**config.mk**
```make
export PLATFORM = sky130hd
export DESIGN_NAME = apb_uart_master
export DESIGN_NICKNAME = d
export VERILOG_FILES = /design/src/rtl/apb_uart_master.sv
export SDC_FILE = /design/constraint.sdc
export NUM_CORES = 1
export LEC_CHECK = 0
export ABC_AREA = 1
export BUFFER_PORTS_ARGS = -buffer_cell sky130_fd_sc_hd__buf_4
export CAP_MARGIN = 25
export CORE_MARGIN = 1
export CORE_UTILIZATION = 49
export DETAILED_ROUTE_END_ITERATION = 6
export GPL_TIMING_DRIVEN = 0
export PLACE_DENSITY_LB_ADDON = 0.12
export SKIP_LAST_GASP = 1
export SLEW_MARGIN = 15
export SYNTH_ARGS = -nofsm -noshare
export SYNTH_HDL_FRONTEND = slang
export SYNTH_SLANG_ARGS = --single-unit
```
**constraint.sdc**
```tcl
create_clock -name PCLK -period 4.5 [get_ports PCLK]
set_input_delay 0.225 -clock PCLK [delete_from_list [all_inputs] [get_ports PCLK]]
set_output_delay 0.225 -clock PCLK [all_outputs]
set_load 0.005 [all_outputs]
```
**src/rtl/apb_uart_master.sv**
```systemverilog
// ----------------------------------------------------------------------------
// apb_uart_master
//
// APB3 requester that drives the UART's APB completer port. It takes commands
// from firmware or sequencer logic as a valid/ready stream, runs each one as a
// single APB transfer, and returns PRDATA/PSLVERR as a response. Only one
// transfer is outstanding at a time.
//
// Handshake rule for both streams: a beat transfers on a rising PCLK edge where
// valid and ready are both 1. The source holds its payload stable while valid
// is 1 and ready is 0. The sink may raise or lower ready at any time.
//
// Ports
//   PCLK, PRESET       clock and synchronous active-high reset
//   cmd_valid/ready    command stream: cmd_write, cmd_addr, cmd_wdata
//   rsp_valid/ready    response stream: rsp_rdata, rsp_err, rsp_timeout
//   PSELx .. PWDATA    APB request signals to the completer
//   PRDATA .. PSLVERR  APB completion signals from the completer
//   dbg_state_o        current FSM state: 0 IDLE, 1 SETUP, 2 ACCESS, 3 RESP
// ----------------------------------------------------------------------------
module apb_uart_master #(
    parameter int ADDR_WIDTH     = 32,
    parameter int DATA_WIDTH     = 32,
    parameter int TIMEOUT_CYCLES = 256
) (
    input  logic                  PCLK,
    input  logic                  PRESET,
    input  logic                  cmd_valid,
    output logic                  cmd_ready,
    input  logic                  cmd_write,
    input  logic [ADDR_WIDTH-1:0] cmd_addr,
    input  logic [DATA_WIDTH-1:0] cmd_wdata,
    output logic                  rsp_valid,
    input  logic                  rsp_ready,
    output logic [DATA_WIDTH-1:0] rsp_rdata,
    output logic                  rsp_err,
    output logic                  rsp_timeout,
    output logic                  PSELx,
    output logic                  PENABLE,
    output logic                  PWRITE,
    output logic [ADDR_WIDTH-1:0] PADDR,
    output logic [DATA_WIDTH-1:0] PWDATA,
    input  logic [DATA_WIDTH-1:0] PRDATA,
    input  logic                  PREADY,
    input  logic                  PSLVERR,
    output logic [1:0]            dbg_state_o
);

    localparam logic [1:0] ST_IDLE   = 2'd0;
    localparam logic [1:0] ST_SETUP  = 2'd1;
    localparam logic [1:0] ST_ACCESS = 2'd2;
    localparam logic [1:0] ST_RESP   = 2'd3;

    // The counter must be able to hold TIMEOUT_CYCLES.
    localparam int CNT_W = (TIMEOUT_CYCLES > 0) ? $clog2(TIMEOUT_CYCLES + 1) : 1;
    // Value of the counter during the last permitted wait cycle.
    localparam logic [CNT_W-1:0] TO_LAST =
        CNT_W'((TIMEOUT_CYCLES > 0) ? TIMEOUT_CYCLES - 1 : 0);

    logic [1:0]            state_q,     state_d;
    logic                  cmd_ready_q, cmd_ready_d;
    logic                  rsp_valid_q, rsp_valid_d;
    logic [DATA_WIDTH-1:0] rsp_rdata_q, rsp_rdata_d;
    logic                  rsp_err_q,   rsp_err_d;
    logic                  rsp_to_q,    rsp_to_d;
    logic                  psel_q,      psel_d;
    logic                  penable_q,   penable_d;
    logic                  pwrite_q,    pwrite_d;
    logic [ADDR_WIDTH-1:0] paddr_q,     paddr_d;
    logic [DATA_WIDTH-1:0] pwdata_q,    pwdata_d;
    logic [CNT_W-1:0]      wait_cnt_q,  wait_cnt_d;
    logic                  timeout_hit;

    // A TIMEOUT_CYCLES of 0 disables the abort path entirely.
    assign timeout_hit = (TIMEOUT_CYCLES != 0) && (wait_cnt_q == TO_LAST);

    always_comb begin
        state_d     = state_q;
        rsp_valid_d = rsp_valid_q;
        rsp_rdata_d = rsp_rdata_q;
        rsp_err_d   = rsp_err_q;
        rsp_to_d    = rsp_to_q;
        psel_d      = psel_q;
        penable_d   = penable_q;
        pwrite_d    = pwrite_q;
        paddr_d     = paddr_q;
        pwdata_d    = pwdata_q;
        wait_cnt_d  = wait_cnt_q;

        case (state_q)
            ST_IDLE: begin
                // cmd_ready_q is only ever 1 while idle, so this is the accept.
                if (cmd_valid && cmd_ready_q) begin
                    pwrite_d   = cmd_write;
                    paddr_d    = cmd_addr;
                    pwdata_d   = cmd_wdata;
                    psel_d     = 1'b1;
                    wait_cnt_d = '0;
                    state_d    = ST_SETUP;
                end
            end
            ST_SETUP: begin
                penable_d = 1'b1;
                state_d   = ST_ACCESS;
            end
            ST_ACCESS: begin
                if (PREADY) begin
                    rsp_rdata_d = pwrite_q ? '0 : PRDATA;
                    rsp_err_d   = PSLVERR;
                    rsp_to_d    = 1'b0;
                    rsp_valid_d = 1'b1;
                    psel_d      = 1'b0;
                    penable_d   = 1'b0;
                    state_d     = ST_RESP;
                end else begin
                    wait_cnt_d = wait_cnt_q + CNT_W'(1);
                    if (timeout_hit) begin
                        rsp_rdata_d = '0;
                        rsp_err_d   = 1'b1;
                        rsp_to_d    = 1'b1;
                        rsp_valid_d = 1'b1;
                        psel_d      = 1'b0;
                        penable_d   = 1'b0;
                        state_d     = ST_RESP;
                    end
                end
            end
            ST_RESP: begin
                if (rsp_ready) begin
                    rsp_valid_d = 1'b0;
                    state_d     = ST_IDLE;
                end
            end
            default: begin
                state_d = ST_IDLE;
            end
        endcase

        // Registered ready: high exactly in the cycles spent in IDLE, except
        // the first cycle out of reset.
        cmd_ready_d = (state_d == ST_IDLE);
    end

    always_ff @(posedge PCLK) begin
        if (PRESET) begin
            state_q     <= ST_IDLE;
            cmd_ready_q <= 1'b0;
            rsp_valid_q <= 1'b0;
            rsp_rdata_q <= '0;
            rsp_err_q   <= 1'b0;
            rsp_to_q    <= 1'b0;
            psel_q      <= 1'b0;
            penable_q   <= 1'b0;
            pwrite_q    <= 1'b0;
            paddr_q     <= '0;
            pwdata_q    <= '0;
            wait_cnt_q  <= '0;
        end else begin
            state_q     <= state_d;
            cmd_ready_q <= cmd_ready_d;
            rsp_valid_q <= rsp_valid_d;
            rsp_rdata_q <= rsp_rdata_d;
            rsp_err_q   <= rsp_err_d;
            rsp_to_q    <= rsp_to_d;
            psel_q      <= psel_d;
            penable_q   <= penable_d;
            pwrite_q    <= pwrite_d;
            paddr_q     <= paddr_d;
            pwdata_q    <= pwdata_d;
            wait_cnt_q  <= wait_cnt_d;
        end
    end

    assign cmd_ready   = cmd_ready_q;
    assign rsp_valid   = rsp_valid_q;
    assign rsp_rdata   = rsp_rdata_q;
    assign rsp_err     = rsp_err_q;
    assign rsp_timeout = rsp_to_q;
    assign PSELx       = psel_q;
    assign PENABLE     = penable_q;
    assign PWRITE      = pwrite_q;
    assign PADDR       = paddr_q;
    assign PWDATA      = pwdata_q;
    assign dbg_state_o = state_q;

endmodule

```
== Word-level counts from Yosys, hierarchy flattened ==
Index checks and enable logic that the tools add are counted.
Word-level totals
  register bits: 114
  bits of input ports: 103
Cells by class
  add/sub/neg operators: 1
  equal/unequal tests: 8
  mux-type cells: 22
  reductions and logical operators: 13
Operator list (number)
  $mux W32: 3
  $mux W9: 2
  $pmux W9 S2: 1
  $add A9 B1 Y9 const B: 1
  $eq A9 B8 Y1 const B: 1
  $reduce_and A3 Y1: 3
  $mux W1: 8
  $mux W2: 4
  $pmux W2 S4: 1
  $reduce_bool A2 Y1: 4
  $ne A2 B2 Y1 const B: 3
  $pmux W1 S2: 3
  $reduce_and A2 Y1: 3
  $eq A2 B2 Y1 const B: 2
  $logic_not A2 Y1: 2
  $ne A3 B3 Y1 const B: 1
  $eq A2 B1 Y1 const B: 1
  $logic_and A1 B1 Y1: 1

== Longest topological paths before layout ==
Gate-level depths: netlist of the first run.
  depth after elaboration: 5
  gate-level depth with buffers: 10
  depth with buffers taken out: 9

== Least setup slack after synthesis of the first run ==
OpenSTA, ideal clock, no wires.
  kind: reg-to-reg
  start: register wait_cnt_q[0]
  end: register rsp_to_q, in the netlist rsp_timeout
  arrival: 1.495 ns
  data required time: 4.385 ns
  path slack: 2.890 ns
  cell stages (with the launch flop): 10
  period minus slack after synthesis: 1.610 ns
  path through: dfxtp_1 -> ha_1 -> nand2_1 -> nor3b_1 -> ha_1 -> o21ai_4 -> inv_2 -> buf_4 -> o21ai_1 -> nor2_1
On the way
  cells in the longest elaborated chain, start to end: 3
RTL lines
  from (decl): line 71  | logic [CNT_W-1:0] wait_cnt_q, wait_cnt_d;
  from (signal assigned): line 170  | wait_cnt_q <= wait_cnt_d;
  $eq A9 B8 Y1: line 75  | assign timeout_hit = (TIMEOUT_CYCLES != 0) && (wait_cnt_q == TO_LAST);
  $reduce_bool A2 Y1 (no line)
  $reduce_and A2 Y1 (no line)
  to (signal assigned): line 164  | rsp_to_q <= rsp_to_d;
  to (decl): line 65  | logic rsp_to_q, rsp_to_d;
No other way between the ends.
A chain may end at the register's enable or synchronous reset.

== Worst setup path after layout of the first run ==
  start: register wait_cnt_q[0]
  end: register rsp_rdata_q[24], in the netlist rsp_rdata[24]
On the way
  cells in the longest elaborated chain, start to end: 3
RTL lines
  $eq A9 B8 Y1: line 75
  $reduce_bool A2 Y1 (no line)
  $reduce_and A2 Y1 (no line)
  to (signal assigned): line 162  | rsp_rdata_q <= rsp_rdata_d;
  to (decl): line 63  | logic [DATA_WIDTH-1:0] rsp_rdata_q, rsp_rdata_d;
No other way between the ends.

==> results of run 1 <==
## state kept, by name, summed over array words and instances, names as in the netlist
signal       flops
PADDR           32
PWDATA          32
rsp_rdata       32
wait_cnt_q       9
dbg_state_o      2
PENABLE          1
PSELx            1
PWRITE           1
cmd_ready        1
rsp_err          1
rsp_timeout      1
rsp_valid        1
## cell usage after synthesis, types with 2 or more instances
master | instances | area [µm²]
nor2_1 | 178 | 668
dfxtp_1 | 114 | 2280
inv_1 | 15 | 56.3
nand2_1 | 27 | 101
ha_1 | 2 | 25.0
nand3_1 | 6 | 30.0
o21ai_1 | 39 | 195
buf_2 | 11 | 55.1
clkbuf_1 | 12 | 45.0
buf_6 | 7 | 78.8
buf_4 | 5 | 37.5
inv_2 | 4 | 15.0
o21ai_0 | 63 | 315
a21oi_1 | 43 | 215
nor2_2 | 2 | 12.5
nand2_4 | 2 | 22.5
## cell usage in the layout, fill, tap and decap left out, drive strengths merged
cell / n
dfxtp: 114
dlygate4sd3: 95
nor3b: 1
nor2: 180
o211ai: 1
or2: 1
inv: 19
buf: 229
ha: 2
nand3: 6
o21ai: 103
nand2: 29
clkinv: 6
nand3b: 1
o21bai: 1
nor3: 1
clkbuf: 33
bufinv: 2
a21oi: 43
clkinvlp: 2
## metrics by stage
step | power (W) | setup slack, ps | util
6_report | 0.00300 | 2400 | 0.897
3_3_place_gp | 0.00159 | 2670 | 0.713
4_1_cts | 0.00293 | 2560 | 0.897
5_1_grt | 0.00310 | 2270 | 0.897
3_5_place_dp | 0.00160 | 2570 | 0.713
2_1_floorplan | 0.00136 | 2890 | -
## cells by family after synthesis
logic type | share of synthesized area
AND/OR/NAND/NOR | 0.204
AO/OA/AOI/OAI | 0.180
flip-flops | 0.542
buffers and inverters | 0.0683
adder cells (fa/ha/maj) | 0.00594
## worst min-delay path by stage
stage,startpoint,endpoint,slack [ps],depth (start not counted)
3_3_place_gp,PSELx,PSELx,450,2
5_1_grt,cmd_addr[26],PADDR[26],10,3
4_1_cts,cmd_addr[26],PADDR[26],1,3
3_5_place_dp,PENABLE,PENABLE,450,2
2_1_floorplan,cmd_addr[10],PADDR[10],370,2
6_report,cmd_addr[31],PADDR[31],2,3
## worst min-delay path: cells and delay by family
kind / cells / cell delay (ps)
AND/OR/NAND/NOR: 1 / 100
buffers and inverters: 1 / 80
AO/OA/AOI/OAI: 1 / 70
## layer usage
layer | up-vias | track usage | share of wire
met4 | 0 | 0.312 | 0.062
met3 | 91 | 0.130 | 0.085
met1 | 2425 | 0.377 | 0.35
met2 | 313 | 0.688 | 0.51
li1 | 2388 | - | -
met5 | - | 0 | 0
## power groups by stage
stage | registers [W] | clock network (W) | logic, W
floorplan | 0.00116 | 0 | 0.000194
global placement | 0.00116 | 0 | 0.000434
detailed placement | 0.00116 | 0 | 0.000444
CTS | 0.00114 | 0.00128 | 0.000514
global route | 0.00115 | 0.00135 | 0.000601
finish | 0.00115 | 0.00130 | 0.000554
## timing repair
| item | 4_1_cts | 5_1_grt |
|---|---|---|
| hold endpoints to repair | 101 | 0 |
| gates resized for setup | 0 | 0 |
| hold buffers | 95 | 0 |
## area by class of cell
type                       instances  area [µm²]  share of cell area
buffer                            35         216              0.0292
clock buffer                      21         459              0.0620
clock inverter                    10         109              0.0147
inverter                          19        71.3             0.00963
multi-input combinational        369        1640               0.222
sequential                       114        2280               0.308
tap                              105         131              0.0177
timing repair buffer             301        2500               0.337
==> run_results.csv, run 1 <==
group,metric,value,unit
outcome,status,"completed",
clock_network,clk_path_buf_depth,2,
worst_setup_path,cp.required,4890,ps
drt,first_iter_violations,247,
sta,period_share,0.467,
worst_setup_path,timing.rr.end,"rsp_rdata[24]",
pwr,leakage,3.48,nW
floorplanning,die_h,94.7,µm
worst_setup_path,r2r_cells,9,
cells_and_area,num-fill-cells,375,
cells_and_area,finish.net_count,962,
sta,setup_viol_count_final,0,
yosys,yosysWarnings,0,
sta,fin_worst_skew,11.8,ps
sta,hold_viol_final,0,
pwr,clkPwrFrac,0.433,
cells_and_area,area_delta_synth_final,75.9,%
sta,hold_ws,1.53,ps
floorplanning,rows,33,
pwr,swShare,0.264,
drt,avgRoutedWirePerCell,17.4,µm
drt,via_per_inst,5.36,
worst_setup_path,path_delay_family,"compound AO/OA/AOI/OAI gates",
worst_setup_path,crit_cells,9,
clock_network,cts_made_buffers,17,
clock_network,cts_num_sinks,114,
sta,report.final.slew_viol_count,0,
sta,tns,0,ps
cells_and_area,design_area,7410,µm²
yosys,synthFlopType,"dfxtp_1",
cells_and_area,drive_above_1_share,0.310,
worst_setup_path,arrival,2490,ps
pwr,p_seq_frac,0.382,
placed_design,place.detailed.hpwl,8960,µm
pwr,power_switching,0.000793,W
placed_design,globalplace.congestion,0.824,
worst_setup_path,setup.worst_path.end,"rsp_rdata[24]",
grt,grt_antenna_before_repair,0,
worst_setup_path,crit_type,"reg -> reg",
worst_setup_path,crit_top_cell,"ha_1",
yosys,ys_seq_elements,114,
floorplanning,io_pins,208,
yosys,yosysSeqAreaShare,0.542,
drt,detail-route-antenna-nets,0,
worst_setup_path,cpPeakStageDelay,340,ps
worst_setup_path,critPathLaunchType,"flop",
pwr,vdd_drop_max,0.000348,V
worst_setup_path,path_max_fanout,10,
drt,first_pass_iters,5,
grt,grt_max_degree,17,
pwr,intPower,0.00221,W
floorplanning,initial_core_util,0.510,
yosys,async_flop_share,0,
grt,grt_pass1_wl,26700,µm
drt,remaining_drc_errors,0,
clock_network,cts_setup_buffers,0,
placed_design,portBuffers,206,
clock_network,cts_tree,"built",
grt,grt_pass1_vias,5614,
job,maxCapViolations,0,
drt,wl,17000,µm
sta,rsz0062_at_grt,"no",
yosys,syn_area,4210,µm²
sta,period_minus_slack,2100,ps
yosys,synth_area_per_cell,7.85,µm²
pwr,p_comb_frac,0.185,
clock_network,h-tree-depth,4,
grt,grt-ovfl-total,0,
worst_setup_path,end_kind,"flop",
placed_design,dpl_cell_area,5890,µm²
grt,grt.total_usage,0.393,
worst_setup_path,worst-path-buf-inv,2,
worst_hold_path,hold_class,"in -> reg",
sta,maxSlewHeadroom,0.683,
worst_setup_path,cp_slowest_cell,"dfxtp_1",
worst_setup_path,rrSetupSlack,2400,ps
cells_and_area,layoutNonFillerInstCount,974,
worst_setup_path,startpoint,"wait_cnt_q[0]",
pwr,pwr_density_cell,405,nW/µm²
floorplanning,die_width,94.7,µm
yosys,synth_edf_count,0,
clock_network,root_buffer,"clkbuf_8",
yosys,synth_cell_types,23,
yosys,syn_nets,642,
placed_design,dp_cells,848,
worst_setup_path,crit-reg2reg-launch,"wait_cnt_q[0]",
sta,worstMarginPinSlew,476,ps
floorplanning,core_area,8260,µm²
clock_network,cts.clk_slew.worst_paths,60,ps
drt,vias,5217,
floorplanning,die_area,8970,µm²
clock_network,clk_latency,520,ps
cells_and_area,n_antenna_cell,0,
sta,fmax,476,MHz
worst_setup_path,path_cells,"ha_1, nand2_1, nor3b_1, ha_1, o21ai_4, inv_2, buf_4, o21ai_1, nor2_1",
yosys,syn_inst,537,
Power figures use the tool's default switching activity.
==> inputs of run 2 (changes only) <==
Settings changed: ABC_AREA 1 to 0, CORE_UTILIZATION 49 to 46.
Clock period 4.5 ns to 2 ns, I/O delays scaled along.
==> run_results.csv, run 2 <==
group,metric,value,unit
outcome,status,"completed",
worst_setup_path,arrival,2370,ps
sta,fin_worst_skew,8.13,ps
sta,report.final.slew_viol_count,0,
grt,grt-ovfl-total,0,
drt,vias,5115,
sta,period_share,0.966,
drt,via_per_inst,5.17,
floorplanning,die_h,99.8,µm
yosys,yosysSeqAreaShare,0.519,
floorplanning,die_width,99.8,µm
worst_setup_path,crit_type,"reg -> reg",
sta,worstMarginPinSlew,547,ps
sta,hold_ws,14.3,ps
job,maxCapViolations,0,
yosys,syn_nets,628,
clock_network,clk_latency,520,ps
sta,tns,0,ps
placed_design,portBuffers,207,
worst_setup_path,path_max_fanout,10,
drt,remaining_drc_errors,0,
placed_design,dp_cells,859,
sta,hold_viol_final,0,
yosys,synth.area.top_cells,"dfxtp_1 52%, a21oi_1 12%, nand2_1 11%",
clock_network,cts.clk_slew.worst_paths,60,ps
worst_setup_path,cp.required,2440,ps
clock_network,cts_tree,"built",
drt,detail-route-antenna-nets,0,
sta,fmax,518,MHz
sta,setup_slack,68.3,ps
cells_and_area,area_delta_synth_final,74.2,%
sta,period_minus_slack,1930,ps
cells_and_area,most-common-layout-cells,"208 x buf_4, 134 x nand2_1, 114 x dfxtp_1",
floorplanning,core_area,9240,µm²
clock_network,cts_setup_buffers,0,
grt,grt_pass1_wl,23800,µm
floorplanning,rows,35,
pwr,vdd_drop_max,0.000785,V
sta,maxSlewHeadroom,0.635,
drt,first_pass_iters,4,
yosys,async_flop_share,0,
yosys,yosysWarnings,0,
yosys,ys_top_cells_by_count,"134 x nand2_1, 114 x dfxtp_1, 105 x a21oi_1, 36 x o21ai_0, 32 x nand4b_1",
yosys,synthMostInstantiatedCell,"nand2_1",
grt,grt.total_usage,0.301,
cells_and_area,finish.net_count,954,
clock_network,clk_path_buf_depth,2,
yosys,ys_seq_elements,114,
yosys,syn_area,4400,µm²
clock_network,h-tree-depth,4,
placed_design,place.detailed.hpwl,8870,µm
cells_and_area,layout_commonest_cell,"buf_4",
worst_setup_path,critPathLaunchType,"flop",
yosys,synth_cell_types,32,
yosys,synth_area_per_cell,8.41,µm²
clock_network,root_buffer,"clkbuf_8",
clock_network,cts_num_sinks,114,
floorplanning,initial_core_util,0.476,
pwr,leakage,3.16,nW
cells_and_area,drive_above_1_share,0.301,
sta,rsz0062_at_grt,"yes",
sta,setup_viol_count_final,0,
clock_network,cts_made_buffers,17,
pwr,power,0.00615,W
yosys,yosys.area.top_type_share,0.519,
worst_setup_path,end_kind,"flop",
grt,grt_max_degree,17,
cells_and_area,layoutNonFillerInstCount,990,
worst_hold_path,hold_class,"in -> reg",
drt,first_iter_violations,211,
yosys,synth_largest_area_cell,"dfxtp_1",
pwr,pwr_density_cell,802,nW/µm²
floorplanning,io_pins,208,
yosys,synthFlopType,"dfxtp_1",
yosys,syn_inst,523,
drt,wl,14900,µm
placed_design,globalplace.congestion,0.826,
grt,grt_antenna_before_repair,0,
cells_and_area,n_antenna_cell,0,
grt,grt_pass1_vias,5256,
placed_design,pre_cts_slack,6.82,ps
drt,avgRoutedWirePerCell,15.0,µm
floorplanning,die_area,9960,µm²
yosys,synth_edf_count,0,
-- run 2: changes by cell type after synthesis, sizes merged, moves of 3 or more --
| cell | before | now |
|---|---|---|
| buf | 23 | 19 |
| inv | 19 | 2 |
| nand2 | 29 | 134 |
| a211oi | 0 | 3 |
| or3 | 0 | 5 |
| o21ai | 103 | 36 |
| a21oi | 43 | 105 |
| nand3 | 6 | 12 |
| nand4b | 0 | 32 |
| nor2 | 180 | 5 |
| clkbuf | 12 | 30 |
| mux2i | 0 | 5 |
-- run 2: path summary, 6_finish.rpt --
path | start | endpoint | slack (ps) | cells after the start
setup / recovery | wait_cnt_q[0] | rsp_rdata[11] | 70 | 8
hold / removal | PREADY | rsp_rdata[31] | 10 | 4
setup reg to reg | wait_cnt_q[0] | rsp_rdata[11] | 70 | 8
hold reg to reg | PADDR[1] | PADDR[1] | 450 | 2
-- run 2: report_power, final --
part,switching [W],internal (W)
logic,0.000427,0.000523
registers,0.0000628,0.00238
clock network,0.00103,0.00172
-- run 2: cell families after synthesis --
family                     synth area share
and+or+nand+nor                       0.229
AOI/OAI and AO/OA                     0.174
DFF                                   0.519
buffers and inverters                0.0589
muxes                                0.0114
adders and majority gates           0.00569
xor gates and xnor gates            0.00199
-- run 2: layout make-up --
class	count	area (µm²)
buffer	49	251
clock buffer	21	459
clock inverter	10	85.1
fill	537	1580
inverter	2	7.51
multi-input combinational	358	1860
sequential	114	2280
tap	129	161
timing repair buffer	307	2550
-- run 2: through the flow --
step | instance area (µm²) | util
3_5_place_dp | 6110 | 0.662
4_1_cts | 7660 | 0.829
5_1_grt | 7660 | 0.829
6_report | 7660 | 0.829
2_1_floorplan | 4400 | -
3_3_place_gp | 6110 | 0.662
-- run 2: layer usage --
metal | track usage | routed length [µm] | vias to the layer above
met1 | 0.329 | 5970 | 2406
met4 | 0.157 | 396 | 0
li1 | - | - | 2457
met5 | 0 | 0 | -
met2 | 0.535 | 7510 | 217
met3 | 0.0801 | 1000 | 35
-- run 2: critical path, cell delays in order, from the launching register on --
cell and delay [ps]:
dfxtp_1 330, ha_1 250, nand3_1 100, nor2_1 50, ha_1 210, nor2_2 260
buf_1 330, o21ai_0 170, a21oi_1 160
-- run 2: what timing repair did --
item | 4_1_cts | 5_1_grt
endpoints found under the setup margin | 6 | 23
hold buffers | 100 | 0
pin swaps | 0 | 0
resized for setup | 1 | 1
hold endpoints to repair | 104 | 0
